$ cat src/rtl/wb_intercon_nxm_pkg.sv
// Shared definitions for the wb_intercon_nxm Wishbone interconnect.
// Holds the default widths and counts, the arbiter state encoding and an index-width helper.
package wb_intercon_nxm_pkg;

  localparam int WB_ADR_WIDTH            = 32;
  localparam int WB_DATA_WIDTH           = 32;
  localparam int INTERCON_NUM_MASTERS    = 2;
  localparam int INTERCON_NUM_SLAVES     = 4;
  localparam int INTERCON_DEC_BITS       = 8;
  localparam int INTERCON_TIMEOUT_CYCLES = 255;

  typedef enum logic [0:0] {
    ARB_IDLE  = 1'b0,
    ARB_OWNED = 1'b1
  } arb_state_e;

  function automatic int idx_width(input int n);
    return (n > 1) ? $clog2(n) : 1;
  endfunction

endpackage

$ cat src/rtl/wb_rr_arbiter.sv
// Round-robin arbiter: one-hot grant registered one cycle after a request, held while hold_i
// stays high; on release the pointer moves to the last owner and one idle cycle follows.
module wb_rr_arbiter
  import wb_intercon_nxm_pkg::*;
#(
  parameter int N = INTERCON_NUM_MASTERS
)(
  input  logic         clk,
  input  logic         rst,
  input  logic [N-1:0] req_i,
  input  logic         hold_i,
  output logic [N-1:0] grant_o
);

  localparam int IW = idx_width(N);

  arb_state_e      state_q, state_d;
  logic [N-1:0]    grant_q, grant_d;
  logic [IW-1:0]   owner_q, owner_d;
  logic [IW-1:0]   ptr_q, ptr_d;
  logic            hi_found, lo_found, pick_found;
  logic [IW-1:0]   hi_idx, lo_idx, pick_idx;
  logic [N-1:0]    pick_oh;

  // Search above the pointer first, then wrap to the bottom; descending loops keep the lowest hit.
  always_comb begin
    hi_found = 1'b0;
    lo_found = 1'b0;
    hi_idx   = '0;
    lo_idx   = '0;
    for (int i = N - 1; i >= 0; i--) begin
      hi_found = hi_found | (req_i[i] & (i > int'(ptr_q)));
      hi_idx   = (req_i[i] && (i > int'(ptr_q))) ? IW'(i) : hi_idx;
      lo_found = lo_found | (req_i[i] & (i <= int'(ptr_q)));
      lo_idx   = (req_i[i] && (i <= int'(ptr_q))) ? IW'(i) : lo_idx;
    end
    pick_found = hi_found | lo_found;
    pick_idx   = hi_found ? hi_idx : lo_idx;
    pick_oh    = '0;
    pick_oh[pick_idx] = 1'b1;
  end

  // Next-state logic for bus ownership.
  always_comb begin
    state_d = state_q;
    grant_d = grant_q;
    owner_d = owner_q;
    ptr_d   = ptr_q;
    case (state_q)
      ARB_IDLE: begin
        if (pick_found) begin
          state_d = ARB_OWNED;
          grant_d = pick_oh;
          owner_d = pick_idx;
        end else begin
          state_d = ARB_IDLE;
          grant_d = '0;
        end
      end
      ARB_OWNED: begin
        if (!hold_i) begin
          state_d = ARB_IDLE;
          grant_d = '0;
          ptr_d   = owner_q;
        end else begin
          state_d = ARB_OWNED;
        end
      end
      default: begin
        state_d = ARB_IDLE;
        grant_d = '0;
      end
    endcase
  end

  // State register; the pointer resets to N-1 so master 0 wins first.
  always_ff @(posedge clk) begin
    if (rst) begin
      state_q <= ARB_IDLE;
      grant_q <= '0;
      owner_q <= '0;
      ptr_q   <= IW'(N - 1);
    end else begin
      state_q <= state_d;
      grant_q <= grant_d;
      owner_q <= owner_d;
      ptr_q   <= ptr_d;
    end
  end

  assign grant_o = grant_q;

endmodule

$ cat src/rtl/wb_intercon_nxm.sv
// NxM Wishbone classic shared-bus interconnect with round-robin arbitration and a default error slave.
// Optional watchdog enabled by defining INTERCON_TIMEOUT_EN.
module wb_intercon_nxm
  import wb_intercon_nxm_pkg::*;
#(
  parameter int NUM_MASTERS    = INTERCON_NUM_MASTERS,
  parameter int NUM_SLAVES     = INTERCON_NUM_SLAVES,
  parameter int ADR_WIDTH      = WB_ADR_WIDTH,
  parameter int DATA_WIDTH     = WB_DATA_WIDTH,
  parameter int SEL_WIDTH      = DATA_WIDTH / 8,
  parameter int DEC_BITS       = INTERCON_DEC_BITS,
  parameter logic [NUM_SLAVES*DEC_BITS-1:0] SLAVE_BASES = {8'h03, 8'h02, 8'h01, 8'h00},
  parameter int TIMEOUT_CYCLES = INTERCON_TIMEOUT_CYCLES
)(
  input  logic                            clk,
  input  logic                            rst,
  input  logic [NUM_MASTERS*ADR_WIDTH-1:0]  m_adr_i,
  input  logic [NUM_MASTERS*DATA_WIDTH-1:0] m_dat_i,
  input  logic [NUM_MASTERS*SEL_WIDTH-1:0]  m_sel_i,
  input  logic [NUM_MASTERS-1:0]            m_we_i,
  input  logic [NUM_MASTERS-1:0]            m_cyc_i,
  input  logic [NUM_MASTERS-1:0]            m_stb_i,
  output logic [NUM_MASTERS*DATA_WIDTH-1:0] m_dat_o,
  output logic [NUM_MASTERS-1:0]            m_ack_o,
  output logic [NUM_MASTERS-1:0]            m_err_o,
  output logic [NUM_MASTERS-1:0]            m_rty_o,
  output logic [ADR_WIDTH-1:0]              s_adr_o,
  output logic [DATA_WIDTH-1:0]             s_dat_o,
  output logic [SEL_WIDTH-1:0]              s_sel_o,
  output logic                              s_we_o,
  output logic [NUM_SLAVES-1:0]             s_cyc_o,
  output logic [NUM_SLAVES-1:0]             s_stb_o,
  input  logic [NUM_SLAVES*DATA_WIDTH-1:0]  s_dat_i,
  input  logic [NUM_SLAVES-1:0]             s_ack_i,
  input  logic [NUM_SLAVES-1:0]             s_err_i,
  input  logic [NUM_SLAVES-1:0]             s_rty_i,
  output logic [NUM_MASTERS-1:0]            grant_o
);

  logic [NUM_MASTERS-1:0] grant;
  logic [ADR_WIDTH-1:0]   own_adr;
  logic [DATA_WIDTH-1:0]  own_dat;
  logic [SEL_WIDTH-1:0]   own_sel;
  logic                   own_we, own_cyc, own_stb;
  logic [NUM_SLAVES-1:0]  hit_v, sel_oh;
  logic                   any_hit;
  logic [DATA_WIDTH-1:0]  slv_dat;
  logic                   slv_ack, slv_err, slv_rty;
  logic                   def_err_q, def_err_d;
  logic                   tmo_fire;

  wb_rr_arbiter #(.N(NUM_MASTERS)) u_arb (
    .clk     (clk),
    .rst     (rst),
    .req_i   (m_cyc_i),
    .hold_i  (own_cyc),
    .grant_o (grant)
  );

  assign grant_o = grant;

  // Owner request mux; the grant is one-hot (or zero when idle) so an AND-OR is sufficient.
  always_comb begin
    own_adr = '0;
    own_dat = '0;
    own_sel = '0;
    own_we  = 1'b0;
    own_cyc = 1'b0;
    own_stb = 1'b0;
    for (int i = 0; i < NUM_MASTERS; i++) begin
      own_adr = own_adr | (m_adr_i[i*ADR_WIDTH +: ADR_WIDTH] & {ADR_WIDTH{grant[i]}});
      own_dat = own_dat | (m_dat_i[i*DATA_WIDTH +: DATA_WIDTH] & {DATA_WIDTH{grant[i]}});
      own_sel = own_sel | (m_sel_i[i*SEL_WIDTH +: SEL_WIDTH] & {SEL_WIDTH{grant[i]}});
      own_we  = own_we  | (m_we_i[i] & grant[i]);
      own_cyc = own_cyc | (m_cyc_i[i] & grant[i]);
      own_stb = own_stb | (m_stb_i[i] & grant[i]);
    end
  end

  // Address decode; overlapping bases resolve to the lowest slave index.
  always_comb begin
    hit_v = '0;
    for (int k = 0; k < NUM_SLAVES; k++) begin
      hit_v[k] = (own_adr[ADR_WIDTH-1 -: DEC_BITS] == SLAVE_BASES[k*DEC_BITS +: DEC_BITS]);
    end
    sel_oh  = hit_v & (~hit_v + NUM_SLAVES'(1'b1));
    any_hit = |hit_v;
  end

  // Slave-side forwarding and return-path mux from the selected slave.
  always_comb begin
    s_adr_o = own_adr;
    s_dat_o = own_dat;
    s_sel_o = own_sel;
    s_we_o  = own_we;
    s_cyc_o = sel_oh & {NUM_SLAVES{own_cyc}};
    s_stb_o = sel_oh & {NUM_SLAVES{own_cyc & own_stb & ~tmo_fire}};
    slv_dat = '0;
    for (int k = 0; k < NUM_SLAVES; k++) begin
      slv_dat = slv_dat | (s_dat_i[k*DATA_WIDTH +: DATA_WIDTH] & {DATA_WIDTH{sel_oh[k]}});
    end
    slv_ack = |(s_ack_i & sel_oh);
    slv_err = |(s_err_i & sel_oh);
    slv_rty = |(s_rty_i & sel_oh);
  end

  // Default slave: one err per unmapped strobe, never back-to-back.
  always_comb begin
    def_err_d = own_cyc & own_stb & ~any_hit & ~def_err_q;
  end

  // Default slave error register.
  always_ff @(posedge clk) begin
    if (rst) begin
      def_err_q <= 1'b0;
    end else begin
      def_err_q <= def_err_d;
    end
  end

  // Terminations reach only the owner, and only while it still holds cyc.
  always_comb begin
    m_dat_o = '0;
    m_ack_o = '0;
    m_err_o = '0;
    m_rty_o = '0;
    for (int i = 0; i < NUM_MASTERS; i++) begin
      m_dat_o[i*DATA_WIDTH +: DATA_WIDTH] = grant[i] ? slv_dat : '0;
      m_ack_o[i] = grant[i] & own_cyc & slv_ack;
      m_err_o[i] = grant[i] & own_cyc & (slv_err | def_err_q | tmo_fire);
      m_rty_o[i] = grant[i] & own_cyc & slv_rty;
    end
  end

`ifdef INTERCON_TIMEOUT_EN
  localparam int TW = $clog2(TIMEOUT_CYCLES + 1);

  logic [TW-1:0] tmo_cnt_q, tmo_cnt_d;
  logic          slv_term;

  // Watchdog counts strobed cycles without a termination; fires on the TIMEOUT_CYCLES-th one.
  always_comb begin
    slv_term  = slv_ack | slv_err | slv_rty | def_err_q;
    tmo_fire  = own_cyc & own_stb & (tmo_cnt_q == TW'(TIMEOUT_CYCLES - 1));
    tmo_cnt_d = (tmo_fire || slv_term || !own_cyc) ? '0
              : (own_stb ? tmo_cnt_q + TW'(1'b1) : tmo_cnt_q);
  end

  // Watchdog counter register.
  always_ff @(posedge clk) begin
    if (rst) begin
      tmo_cnt_q <= '0;
    end else begin
      tmo_cnt_q <= tmo_cnt_d;
    end
  end
`else
  assign tmo_fire = 1'b0;
`endif

endmodule
$ cat config.mk
export PLATFORM = sky130hd
export DESIGN_NAME = wb_intercon_nxm
export DESIGN_NICKNAME = d
export VERILOG_FILES = /design/src/rtl/wb_intercon_nxm_pkg.sv /design/src/rtl/wb_rr_arbiter.sv /design/src/rtl/wb_intercon_nxm.sv
export SDC_FILE = /design/constraint.sdc
export NUM_CORES = 1
export LEC_CHECK = 0
export CORE_AREA = 2 2 168 170
export DETAILED_ROUTE_END_ITERATION = 6
export DIE_AREA = 0 0 170 172
export HOLD_SLACK_MARGIN = 0.08
export SKIP_CTS_REPAIR_TIMING = 1
export SLEW_MARGIN = 20
export SYNTH_ARGS = -nofsm -noshare
export SYNTH_HDL_FRONTEND = slang
export SYNTH_SLANG_ARGS = --single-unit
$ cat constraint.sdc
create_clock -name clk -period 2.2 [get_ports clk]
set_input_delay 0.44 -clock clk [delete_from_list [all_inputs] [get_ports clk]]
set_output_delay 0.44 -clock clk [all_outputs]
set_load 0.02 [all_outputs]
* Yosys cells after proc, flatten, opt, wreduce, memory -nomap -nowiden
Cells that the tools add are included. W data, S select, Z words.
Cells by class: muxes and demuxes 14, reductions and logical operators 10, add/sub/neg operators 1, bitwise operators 52, magnitude comparators 4, eq/ne operators 4
Operators by type and width (count):
- $and A32 B32 Y32 | 8
- $or A32 B32 Y32 | 5
- $mux W32 | 2
- $and A4 B4 Y4 | 8
- $and A1 B1 Y1 | 19
- $eq A8 B2 Y1 const B | 2
- $reduce_or A4 Y1 | 4
- $eq A8 B1 Y1 const B | 1
- $logic_not A8 Y1 | 1
- $mux W1 | 7
- $or A1 B1 Y1 | 6
- $add A4 B1 Y4 const B | 1
- $mux W2 | 2
- $not A1 Y1 | 4
- $not A4 Y4 | 1
- $or A4 B4 Y4 | 1
- $pmux W2 S2 | 1
- $reduce_and A2 Y1 | 2
- $logic_and A1 B1 Y1 | 3
- $lt A1 B2 Y1 const B | 1
- $ne A2 B2 Y1 const B | 1
- $pmux W1 S2 | 1
- $demux W1 S1 | 1
- $ge A1 B1 Y1 const B | 1
- 2 further kinds | 2
Word-level totals: flip-flop bits (word level) 6, output and inout bits 149, input port bits 284

* Longest topological paths before layout
depth after elaboration 11, mapped depth 10, mapped depth without buffers 5

* Modules after synthesis
A second synthesis with hierarchy kept.
Unflattened totals: cell total of the unflattened synthesis 314, area total of the unflattened synthesis 2296.0 sq um
Modules (own cells, without submodules):
- wb_intercon_nxm | cells an instance 293, sequential area each 20.0 sq um, instances 1, area an instance 2108.3 sq um
- wb_rr_arbiter | cells an instance 21, sequential area each 100.1 sq um, instances 1, area an instance 187.7 sq um

* Worst setup path before layout
Ideal clock, no wire load.
path kind input to output, start in m_adr_i[26], end out m_rty_o[0], slack -0.340 ns, data arrival time 2.100 ns, data required time 1.760 ns, cell stages on the path 9, path through o41ai_2 -> and4_1 -> buf_4 -> and3_1 -> buf_4 -> buf_6 -> buf_6 -> a22oi_1 -> a31oi_1
On the way: longest elaborated chain between the ends 9
Ends and longest elaborated chain:
- from (decl) | line wb_intercon_nxm.sv:17 | input logic [NUM_MASTERS*ADR_WIDTH-1:0] m_adr_i,
- $and A32 B32 Y32 * | line wb_intercon_nxm.sv:71 | own_adr = own_adr | (m_adr_i[i*ADR_WIDTH +: ADR_WIDTH] & {ADR_WIDTH{grant[i]}});
- $or A32 B32 Y32 * | line wb_intercon_nxm.sv:71
- $eq A8 B1 Y1, or another cell as far along | line wb_intercon_nxm.sv:84 | hit_v[k] = (own_adr[ADR_WIDTH-1 -: DEC_BITS] == SLAVE_BASES[k*DEC_BITS +: DEC_BITS]);
- $not A4 Y4 | line wb_intercon_nxm.sv:86 | sel_oh = hit_v & (~hit_v + NUM_SLAVES'(1'b1));
- $add A4 B1 Y4 | line wb_intercon_nxm.sv:86
- $and A4 B4 Y4 * | line wb_intercon_nxm.sv:86
- $and A4 B4 Y4 * | line wb_intercon_nxm.sv:104 | slv_rty = |(s_rty_i & sel_oh);
- $reduce_or A4 Y1 * | line wb_intercon_nxm.sv:104
- $and A1 B1 Y1 * | line wb_intercon_nxm.sv:131 | m_rty_o[i] = grant[i] & own_cyc & slv_rty;
- to (decl) | line wb_intercon_nxm.sv:26 | output logic [NUM_MASTERS-1:0] m_rty_o,
Every way passes the cells marked *; elsewhere a longest branch is shown, timed or not.

* Final worst setup path
start in m_adr_i[61], end out m_dat_o[18]
On the way: longest elaborated chain between the ends 11
Ends and longest elaborated chain:
- $and A32 B32 Y32 * | line wb_intercon_nxm.sv:71
- $or A32 B32 Y32 * | line wb_intercon_nxm.sv:71
- $eq A8 B1 Y1 or $logic_not A8 Y1 (tied branches) | line wb_intercon_nxm.sv:84
- $not A4 Y4 | line wb_intercon_nxm.sv:86
- $add A4 B1 Y4 | line wb_intercon_nxm.sv:86
- $and A4 B4 Y4 * | line wb_intercon_nxm.sv:86
- $and A32 B32 Y32 | line wb_intercon_nxm.sv:100 | slv_dat = slv_dat | (s_dat_i[k*DATA_WIDTH +: DATA_WIDTH] & {DATA_WIDTH{sel_oh[k]}});
- $or A32 B32 Y32 (2 in series) | line wb_intercon_nxm.sv:100
- $or A32 B32 Y32 * | line wb_intercon_nxm.sv:100
- $mux W32 * | line wb_intercon_nxm.sv:128 | m_dat_o[i*DATA_WIDTH +: DATA_WIDTH] = grant[i] ? slv_dat : '0;
- to (decl) | line wb_intercon_nxm.sv:23 | output logic [NUM_MASTERS*DATA_WIDTH-1:0] m_dat_o,
Marked as above.

==> flow_summary.json <==
{
  "drv_slew": 0,
  "initial_utilization": 0.101,
  "final_cell_area_um2": 8800,
  "hold_violations": 0,
  "setup_violations": 74,
  "yosysUniqueCellTypes": 35,
  "synth-simple-area-share": 0.195,
  "grt_setup_unrepaired": "true",
  "grt_pass1_vias": 4901,
  "die_x_um": 170,
  "finalClockSkew_ns": 0.00191,
  "antenna_found_initial": 1,
  "wl_met1_um": 10600,
  "fillers": 2892,
  "synth-xor-area-share": 0,
  "seq_power_share": 0.055,
  "cp_cell_sequence": "buf_8, o41ai_4, and4_4, and3_4, buf_6, a22o_1, a221o_1, buf_2",
  "grt_max_degree": 71,
  "wl_per_cell_um": 21.2,
  "cts.path.max_buffers": 2,
  "gr-total-overflow": 0,
  "clkTransAtPathRegs_ns": 0.03,
  "final_nets": 1120,
  "regArea_um2": 128,
  "multi_input_area_um2": 2730,
  "maxCapViolations": 0,
  "p_comb_frac": 0.819,
  "tightest_slew_ns": 0.498,
  "vias": 5403,
  "dr_wl_met3_um": 1820,
  "layout.cells.non_filler": 1182,
  "ant_nets": 0,
  "synth_top_family_by_area": "compound AO/OA/AOI/OAI gates",
  "die_y_um": 172,
  "post-route-period-util": 1.20,
  "clock-root-buffer": "clkbuf_16",
  "track_usage": 0.135,
  "place_hpwl_um": 18600,
  "core_area_um2": 27500,
  "synthToLayoutAreaGrowth_pct": 217,
  "place_area_um2": 7940,
  "gp_congestion": 0.813,
  "hp-start": "def_err_q",
  "yosysSeqAreaShare": 0.0432,
  "fmax_mhz": 377,
  "slowest_delay_ns": 0.36,
  "ys_ff_latch": 6,
  "finalWirelength_um": 25100,
  "reg2reg_from": "u_arb.grant_o[0]",
  "htreeDepth": 1,
  "dieArea_um2": 29200,
  "yosys_warnings": 0,
  "drtIter0Drc": 245,
  "muxShareOfSynthArea": 0,
  "tritoncts": "built",
  "cp-startpoint": "m_adr_i[61]",
  "highest_layer": "met4",
  "status": "finished with violations",
  "cts_sinks": 6,
  "syn-num-nets": 664,
  "endpoint_kind": "primary output",
  "worstSetupStartpointType": "input port",
  "drc": 0,
  "worstPathArrival_ns": 2.21,
  "finalCriticalPeriod_ns": 2.65,
  "postSynthCellCount": 380,
  "numCtsBuffers": 3,
  "switching_power_mw": 0.940,
  "place_inst": 1156,
  "clkPwrFrac": 0.126,
  "portBuffers": 432,
  "min_path_type": "reg2reg",
  "firstDrtPassIters": 4,
  "place_ws_ns": -1.51,
  "internal-power_mw": 1.44,
  "insertion_delay_ns": 0.23,
  "fin_tns_setup_ns": -26.70,
  "path_class": "in2out",
  "slowest_stage": "o41ai_4",
  "synthAdderAreaFrac": 0,
  "power-per-cell-area_nw_per_um2": 270,
  "synth_compound_area_frac": 0.651,
  "layout-drive-gt1-share": 0.274,
  "switching_share": 0.396,
  "cp_max_fo": 5,
  "p_leak_nw": 4.51,
  "wl_met2_um": 12400,
  "mostFrequentLayoutCells": "273 x clkdlybuf4s50_1, 88 x a22o_1, 68 x buf_6",
  "required_ns": 1.76,
  "avgSynthCellArea_um2": 7.32,
  "relSlewSlack": 0.668,
  "grt_first_pass_wirelength_um": 30100,
  "violations": "negative setup slack",
  "vias_per_cell": 4.57,
  "layout_commonest_cell": "clkdlybuf4s50_1",
  "peakVddDrop_mv": 0.202,
  "synth_area_um2": 2780,
  "rows": 61,
  "finalWorstSetupSlack_ns": -0.451,
  "io_pins": 433
}
==> worst max-delay path: cells and delay by family <==
kind / cells / cell delay, ns
AND/OR/NAND/NOR: 2 / 0.60
buffers and inverters: 3 / 0.46
AO/OA/AOI/OAI: 3 / 0.69
==> cells in the mapped netlist <==
library cell | number | area (um^2)
o41ai_2 | 2 | 32.5
a21o_1 | 8 | 60.1
buf_2 | 10 | 50.1
buf_6 | 7 | 78.8
clkbuf_2 | 1 | 5.00
a22o_1 | 92 | 806
a21oi_1 | 25 | 125
a32oi_1 | 7 | 61.3
a22oi_1 | 10 | 75.1
o21ai_0 | 3 | 15.0
a221o_1 | 45 | 450
nor2_1 | 9 | 33.8
buf_4 | 4 | 30.0
buf_1 | 4 | 15.0
a31oi_1 | 6 | 37.5
clkinv_1 | 1 | 3.75
dfxtp_1 | 6 | 120
o22ai_1 | 1 | 6.26
and4_1 | 1 | 8.76
nand3_1 | 8 | 40.0
a32o_1 | 7 | 70.1
o2bb2ai_1 | 1 | 8.76
nand4_1 | 7 | 43.8
nand2_1 | 17 | 63.8
inv_1 | 5 | 18.8
o22ai_2 | 1 | 12.5
a211oi_1 | 4 | 30.0
and2_1 | 5 | 31.3
clkbuf_1 | 28 | 105
and3_1 | 41 | 257
o21ai_1 | 2 | 10.0
nor3_1 | 3 | 15.0
a311o_1 | 1 | 10.0
nor4_1 | 1 | 6.26
nand2b_1 | 7 | 43.8
==> per-layer routing <==
layer / up-vias / global-route usage
met2: 283 / 0.240
li1: 2533 / -
met5: - / 0
met1: 2576 / 0.176
met4: 0 / 0.00818
met3: 11 / 0.0277
==> worst paths after layout <==
path,to,slack (ns),cells past startpoint
setup reg to reg,u_arb.ptr_q,0.33,8
setup / recovery,m_dat_o[18],-0.45,8
hold reg to reg,def_err_q,0.48,1
hold / removal,def_err_q,0.48,1
==> registers in the layout (all words and copies together) (netlist names) <==
name / flops
def_err_q: 1
u_arb.grant_o: 2
u_arb.ptr_q: 1
u_arb.owner_q: 1
u_arb.state_q: 1
==> area by class of cell <==
| class | count | share of cell area |
|---|---|---|
| sequential | 6 | 0.0145 |
| inverter | 6 | 0.00384 |
| timing repair buffer | 505 | 0.614 |
| clock buffer | 4 | 0.00896 |
| multi-input combinational | 314 | 0.310 |
| antenna | 1 | 0.000284 |
| tap | 346 | 0.0492 |
==> power groups by stage <==
stage / Combinational (mW) / Sequential (mW) / Clock, mW
2_1_floorplan: 0.721 / 0.127 / 0
3_3_place_gp: 1.78 / 0.132 / 0
4_1_cts: 1.79 / 0.131 / 0.304
6_report: 1.95 / 0.130 / 0.300
5_1_grt: 2.04 / 0.132 / 0.314
3_5_place_dp: 1.78 / 0.132 / 0
==> logic make-up after synthesis <==
family | Yosys count
AO/OA/AOI/OAI | 215
flip-flops | 6
AND/OR/NAND/NOR | 99
buffers and inverters | 60
==> through the flow <==
stage	power (mW)	hold slack [ns]	utilization
after floorplan	0.848	0.422	-
after global placement	1.92	0.431	0.289
after detailed placement	1.92	0.432	0.289
after CTS	2.23	0.443	0.292
after global routing	2.49	0.493	0.320
final	2.38	0.476	0.320
(Power assumes the default switching activity.)
